**src/rtl/coram_dma_pkg.sv**
```systemverilog
// Shared types and helpers for the CoRAM input-stream DMA filler.
package coram_dma_pkg;

  typedef enum logic [1:0] {
    IDLE = 2'd0,
    REQ  = 2'd1,
    DATA = 2'd2,
    FIN  = 2'd3
  } state_t;

  localparam int MAX_BURST_DEF = 16;

  // Width of a burst-length field able to hold 1..max_burst inclusive.
  function automatic int blen_w(input int max_burst);
    return $clog2(max_burst) + 1;
  endfunction

  // Next burst size: whatever is left, capped at the burst limit.
  function automatic logic [31:0] min_burst(input logic [31:0] rem, input logic [31:0] max_b);
    return (rem < max_b) ? rem : max_b;
  endfunction

endpackage

```
**src/rtl/coram_credit_counter.sv**
```systemverilog
// Tracks free slots in the downstream stream FIFO. Bursts reserve their full
// length up front; each consumer dequeue hands one slot back.
module coram_credit_counter #(
  parameter int FIFO_ADDR_LEN = 4,
  parameter int LEN_W         = 5
) (
  input  logic                   clk,
  input  logic                   rst,
  input  logic                   reserve_i,
  input  logic [LEN_W-1:0]       len_i,
  input  logic                   release_i,
  output logic [FIFO_ADDR_LEN:0] credits_o,
  output logic                   ovf_o
);

  localparam int            CW    = FIFO_ADDR_LEN + 1;
  localparam logic [CW-1:0] DEPTH = CW'(2 ** FIFO_ADDR_LEN);

  logic [CW-1:0] credits_q, credits_d;

  // A dequeue while already full (and nothing being reserved) cannot be real.
  assign ovf_o     = release_i && !reserve_i && (credits_q == DEPTH);
  assign credits_o = credits_q;

  // Reserve and release in the same cycle both take effect.
  always_comb begin
    credits_d = credits_q;
    if (reserve_i) credits_d = credits_d - CW'(len_i);
    if (release_i && !ovf_o) credits_d = credits_d + CW'(1);
  end

  // Credit register; a fresh reset means an empty FIFO.
  always_ff @(posedge clk or posedge rst) begin
    if (rst) credits_q <= DEPTH;
    else     credits_q <= credits_d;
  end

endmodule

```
**src/rtl/coram_instream_filler.sv**
```systemverilog
// DRAM -> stream FIFO filler: splits a command into bursts, issues them one at
// a time once enough FIFO credit exists, and forwards returned beats.
module coram_instream_filler
  import coram_dma_pkg::*;
#(
  parameter int ADDR_WIDTH    = 32,
  parameter int DATA_WIDTH    = 32,
  parameter int SIZE_WIDTH    = 16,
  parameter int MAX_BURST     = MAX_BURST_DEF,
  parameter int FIFO_ADDR_LEN = 4
) (
  input  logic                         CLK,
  input  logic                         RST,
  input  logic                         cmd_valid,
  output logic                         cmd_ready,
  input  logic [ADDR_WIDTH-1:0]        cmd_addr,
  input  logic [SIZE_WIDTH-1:0]        cmd_size,
  output logic                         mem_req_valid,
  input  logic                         mem_req_ready,
  output logic [ADDR_WIDTH-1:0]        mem_req_addr,
  output logic [blen_w(MAX_BURST)-1:0] mem_req_len,
  input  logic                         mem_rdata_valid,
  input  logic [DATA_WIDTH-1:0]        mem_rdata,
  input  logic                         mem_rdata_last,
  output logic [DATA_WIDTH-1:0]        stream_d,
  output logic                         stream_enq,
  input  logic                         stream_deq,
  output logic                         busy,
  output logic                         done,
  output logic                         err
);

  localparam int LW  = blen_w(MAX_BURST);
  localparam int CW  = FIFO_ADDR_LEN + 1;
  localparam int BPW = DATA_WIDTH / 8;

  state_t                state_q, state_d;
  logic [ADDR_WIDTH-1:0] cur_addr_q, cur_addr_d;
  logic [SIZE_WIDTH-1:0] remaining_q, remaining_d;
  logic [LW-1:0]         len_q, len_d;
  logic [LW-1:0]         cnt_q, cnt_d;
  logic                  busy_q, busy_d;
  logic                  done_q, done_d;
  logic                  err_q, err_d;
  logic                  enq_q, enq_d;
  logic [DATA_WIDTH-1:0] sd_q, sd_d;

  logic [LW-1:0] burst_len;
  logic [CW-1:0] credits;
  logic          credit_ovf;
  logic          can_issue;
  logic          req_fire;
  logic          last_beat;

  assign burst_len = LW'(min_burst(32'(remaining_q), 32'(MAX_BURST)));
  assign can_issue = (state_q == REQ) && (credits >= CW'(burst_len));
  assign req_fire  = can_issue && mem_req_ready;
  assign last_beat = (cnt_q + LW'(1)) == len_q;

  // Request fields track live state, which does not move while stalled.
  assign mem_req_valid = can_issue;
  assign mem_req_addr  = (state_q == REQ) ? cur_addr_q : '0;
  assign mem_req_len   = (state_q == REQ) ? burst_len  : '0;

  // The done cycle still blocks commands so a new one starts a cycle later.
  assign cmd_ready  = (state_q == IDLE) && !done_q;
  assign busy       = busy_q;
  assign done       = done_q;
  assign err        = err_q;
  assign stream_enq = enq_q;
  assign stream_d   = sd_q;

  coram_credit_counter #(
    .FIFO_ADDR_LEN(FIFO_ADDR_LEN),
    .LEN_W        (LW)
  ) u_credit (
    .clk      (CLK),
    .rst      (RST),
    .reserve_i(req_fire),
    .len_i    (burst_len),
    .release_i(stream_deq),
    .credits_o(credits),
    .ovf_o    (credit_ovf)
  );

  // Next-state logic: command latch, burst issue, beat forwarding, completion.
  always_comb begin
    state_d     = state_q;
    cur_addr_d  = cur_addr_q;
    remaining_d = remaining_q;
    len_d       = len_q;
    cnt_d       = cnt_q;
    busy_d      = busy_q;
    done_d      = 1'b0;
    err_d       = err_q;
    enq_d       = 1'b0;
    sd_d        = sd_q;
    case (state_q)
      IDLE: begin
        if (cmd_valid && cmd_ready) begin
          cur_addr_d  = cmd_addr;
          remaining_d = cmd_size;
          busy_d      = 1'b1;
          state_d     = (cmd_size == '0) ? FIN : REQ;
        end
      end
      REQ: begin
        if (req_fire) begin
          remaining_d = remaining_q - SIZE_WIDTH'(burst_len);
          cur_addr_d  = cur_addr_q + ADDR_WIDTH'(burst_len) * ADDR_WIDTH'(BPW);
          len_d       = burst_len;
          cnt_d       = '0;
          state_d     = DATA;
        end
      end
      DATA: begin
        if (mem_rdata_valid) begin
          enq_d = 1'b1;
          sd_d  = mem_rdata;
          cnt_d = cnt_q + LW'(1);
          // Beat count decides burst end; a mismatched last flag is only flagged.
          if (mem_rdata_last != last_beat) err_d = 1'b1;
          if (last_beat) state_d = (remaining_q == '0) ? FIN : REQ;
        end
      end
      FIN: begin
        done_d  = 1'b1;
        busy_d  = 1'b0;
        state_d = IDLE;
      end
      default: state_d = IDLE;
    endcase
    if (mem_rdata_valid && state_q != DATA) err_d = 1'b1;
    if (credit_ovf) err_d = 1'b1;
  end

  // State registers; reset abandons any transfer in flight.
  always_ff @(posedge CLK or posedge RST) begin
    if (RST) begin
      state_q     <= IDLE;
      cur_addr_q  <= '0;
      remaining_q <= '0;
      len_q       <= '0;
      cnt_q       <= '0;
      busy_q      <= 1'b0;
      done_q      <= 1'b0;
      err_q       <= 1'b0;
      enq_q       <= 1'b0;
      sd_q        <= '0;
    end else begin
      state_q     <= state_d;
      cur_addr_q  <= cur_addr_d;
      remaining_q <= remaining_d;
      len_q       <= len_d;
      cnt_q       <= cnt_d;
      busy_q      <= busy_d;
      done_q      <= done_d;
      err_q       <= err_d;
      enq_q       <= enq_d;
      sd_q        <= sd_d;
    end
  end

endmodule

```
**config.mk**
```make
export PLATFORM = sky130hd
export DESIGN_NAME = coram_instream_filler
export DESIGN_NICKNAME = d
export VERILOG_FILES = /design/src/rtl/coram_dma_pkg.sv /design/src/rtl/coram_credit_counter.sv /design/src/rtl/coram_instream_filler.sv
export SDC_FILE = /design/constraint.sdc
export NUM_CORES = 1
export LEC_CHECK = 0
export CELL_PAD_IN_SITES_DETAIL_PLACEMENT = 1
export CELL_PAD_IN_SITES_GLOBAL_PLACEMENT = 1
export CORE_MARGIN = 5
export CORE_UTILIZATION = 35
export DETAILED_ROUTE_END_ITERATION = 10
export PLACE_DENSITY = 0.79
export RECOVER_POWER = 25
export SLEW_MARGIN = 20
export SYNTH_ARGS = -nofsm -noshare
export SYNTH_HDL_FRONTEND = slang
export SYNTH_SLANG_ARGS = --single-unit
export TNS_END_PERCENT = 10
```
**constraint.sdc**
```tcl
create_clock -name CLK -period 4.1 [get_ports CLK]
set_clock_uncertainty 0.1 [all_clocks]
set_input_delay 0.615 -clock CLK [delete_from_list [all_inputs] [get_ports CLK]]
set_output_delay 0.615 -clock CLK [all_outputs]
set_load 0.02 [all_outputs]
```
==> summary.txt <==
Clock network
  – Clock sinks: 101
  – Clk Latency, worst-skew pair: 0.36 ns
  – H-tree depth: 3
  – CTS tree: built
  – Root Driver: clkbuf_16
  – Clock transition at path regs: approximately 0.080 ns
  – Inserted Clock Buffers: 9
  – Post-CTS setup buffers: 0
  – CTS max path bufs: 2

Setup path
  – Slowest stage cell, crit path: dfrtp_1
  – Critical path type: register to primary output
  – Critical path launch point type: register
  – CP required: roughly 3.4 ns
  – Crit path capture type: primary output
  – Cell breakdown of the critical path: or3_4 > nor3_4 > and2_2 > buf_4 > nand2_1 > ha_1 > a211oi_1 > o21ai_1 > a21oi_1 > nor2_1 > dlygate4sd2_1
  – Crit-path max FO: 7
  – Max stage delay on crit path: roughly 0.44 ns
  – Crit path DAT: roughly 3.2 ns

Synth
  – Area contributors post-synth: dfrtp_1, nand2_1, o21ai_0, a21oi_1, and2_1
  – Flops & latches, synth: roughly 100
  – Async set-reset flop share out of synthesis: 100%
  – Yosys synthesis warning count: 0
  – Sequential fraction of the synthesis area: 43.8%
  – Syn_area_per_cell: between 8 and 9 µm²
  – Post-synth top area cell: dfrtp_1
  – Unique cell type count in the Yosys netlist: 66
  – Synth Instances: 702
  – Share of the synthesized area in the top cell type: approximately 43%
  – Ys flop type: dfrtp_1
  – Cell Area, Synth: 0.00577 mm²
  – EDFF count, synth: 0
  – Most common cell in the netlist: nand2_1
  – Syn Nets: 803
  – Commonest cells in the netlist: nand2_1, dfrtp_1, o21ai_0

Power and ir drop
  – Combinational share of power: 51.8%
  – Sw Pwr: between 2 and 3 mW
  – Sequential power share: 32.3%
  – Pint: 3.22 mW
  – Sw Share: 44.5%
  – Power share of the clock group: 15.9%
  – LEAKAGE: between 3 and 4 nW
  – Tot Pwr: 5.80 mW
  – Peak supply drop: 295 µV
  – Power per cell area: 731 mW/mm²

Die
  – Die H: 138 µm
  – DIE WIDTH: 138 µm
  – Num rows: 47
  – Initial cell density of the core: 35.2%
  – Io pins: approximately 160
  – Die ar.: 0.0192 mm²
  – Core area: 0.0164 mm²

Final layout
  – Fin area: 0.00794 mm²
  – Synth-to-Final Area Change: 37.5%
  – Final Non-Filler Cells: roughly 1100
  – ANT cells: 0
  – Final nets: 948
  – Layout cells sized above 1: under 10%
  – Fillcell total: about 1900

Route
  – Drt drc: 0
  – Number of DRC markers in iteration 0: 286
  – Final ANT Viol Nets: 0
  – Drt total wl: 20200 µm
  – First drt pass iteration count: 4
  – Routed wire per std cell: 18.9 µm
  – Vias: 5828
  – Vias per Instance: 5.44

Placed design
  – Dpl cells: ~1100
  – Dpl hpwl: 14800 µm
  – IO Port Bufs: between 150 and 200
  – Cell Area, Placed: about 0.0076 mm²
  – Final GP Congestion: 0.891

Global routing
  – GR peak layer: met2
  – Initial antenna violation count: 1
  – GRT Resource Usage Total: 21.2%
  – Largest net degree at the start of global routing: 82
  – Met3 usage: under 10%
  – First-pass GRT wire length: 33500 µm
  – GR Overflow Total: 0
  – Vias in the first global route: 6369
  – Met1 Usage GRT: 26.0%
  – M2 GR Usage: 37.1%

Status
  – Failing checks: capacitance limit, slew limit
  – Status: finished, violations left

STA
  – Final period utilization: a little over nine tenths
  – Fin. Hold Viols: 0
  – Worst-margin pin slew: 1.85 ns
  – Min Tclk post-route: 3.94 ns
  – RSZ-0062 raised after global routing: false
  – Slew Limit Headroom: -23.5%
  – Aggregate negative setup slack: 0 ns
  – Maximum clock rate: 254 MHz
  – Setup violators final: 0
  – Slew Viols, Final: 82
  – Worst Hold Slack: 0.372 ns

Flow run
  – Max Cap Viol: 1

Hold path
  – Min-delay worst type: register to register
==> flip-flops by register name (all words and copies together), names as in the netlist, 2 cells and up <==
signal,count
stream_d,32
state_q,2
cur_addr_q,32
cnt_q,5
u_credit.credits_o,5
len_q,5
remaining_q,16
==> critical path: cells and delay by family (launching register included) <==
family | cells | cell delay [ns]
flip-flops | 1 | 0.44
AND/OR/NAND/NOR | 5 | 1.06
AO/OA/AOI/OAI | 3 | 0.58
adder cells (fa/ha/maj) | 1 | 0.27
buffers and inverters | 2 | 0.52
==> metrics by stage <==
stage | setup slack [ns] | utilization (%)
after floorplan | 0.696 | -
after global routing | 0.00485 | 48.4
after detailed placement | 0.254 | 46.4
final | 0.156 | 48.4
after CTS | 0.151 | 48.3
after global placement | 0.364 | 46.4
==> cells by family after synthesis <==
family	share of synthesized area, %
DFF	43.8
and+or+nand+nor	25.6
muxes	0.347
AOI/OAI and AO/OA	20.1
xor gates and xnor gates	2.73
adders and majority gates	3.29
other	0.0649
buffers and inverters	4.10
==> cells in the final DEF, fill, tap and decap left out, types with 11 or more instances in the layout <==
master             n
nor2_1            47
nand2_1          163
nand3_1           17
inv_1             20
ha_1              12
nor3_1            19
xnor2_1           12
a21oi_1           51
dfrtp_1          100
clkdlybuf4s50_1  159
o22ai_1           11
and2_1            29
o21ai_0           59
==> layout make-up <==
cell class | count | area [µm²] | share of cell area, %
inverters | 22 | 86.3 | 1.09
clock inverters | 7 | 90.1 | 1.13
well taps | 220 | 275 | 3.47
repair buffers | 171 | 1710 | 21.5
multi-input cells | 542 | 3020 | 38.1
clock buffers | 9 | 225 | 2.84
flip-flops and latches | 101 | 2530 | 31.9
==> worst paths after layout <==
check | from | to | slack (ns) | cells after the start
setup / recovery | remaining_q[9] | mem_req_valid | 0.16 | 11
hold / removal | cur_addr_q[1] | cur_addr_q[1] | 0.37 | 2
setup reg to reg | remaining_q[9] | cur_addr_q[14] | 0.35 | 14
hold reg to reg | cur_addr_q[1] | cur_addr_q[1] | 0.37 | 2
max in group asynchronous | RST | stream_d[1] | 1.65 | 3
min in group asynchronous | RST | stream_d[19] | 1.19 | 2
==> routing by layer <==
| layer | vias up | wire length, µm |
|---|---|---|
| met5 | - | 16 |
| met4 | 2 | 317 |
| met3 | 24 | 1230 |
| met2 | 165 | 10300 |
| met1 | 2895 | 8410 |
| li1 | 2742 | - |
==> power by group through the flow <==
stage	Clock [mW]	Combinational, mW	Sequential (mW)
floorplan	0	1.70	1.94
finish	0.925	3.00	1.87
detailed placement	0	3.01	1.88
global placement	0	2.89	1.85
CTS	0.949	3.03	1.87
global route	0.989	3.29	1.95
==> timing repair <==
action	4_1_cts	5_1_grt
resized for setup	2	1
endpoints found under the setup margin	1	1
hold buffers	0	0
(Power assumes the default switching activity.)
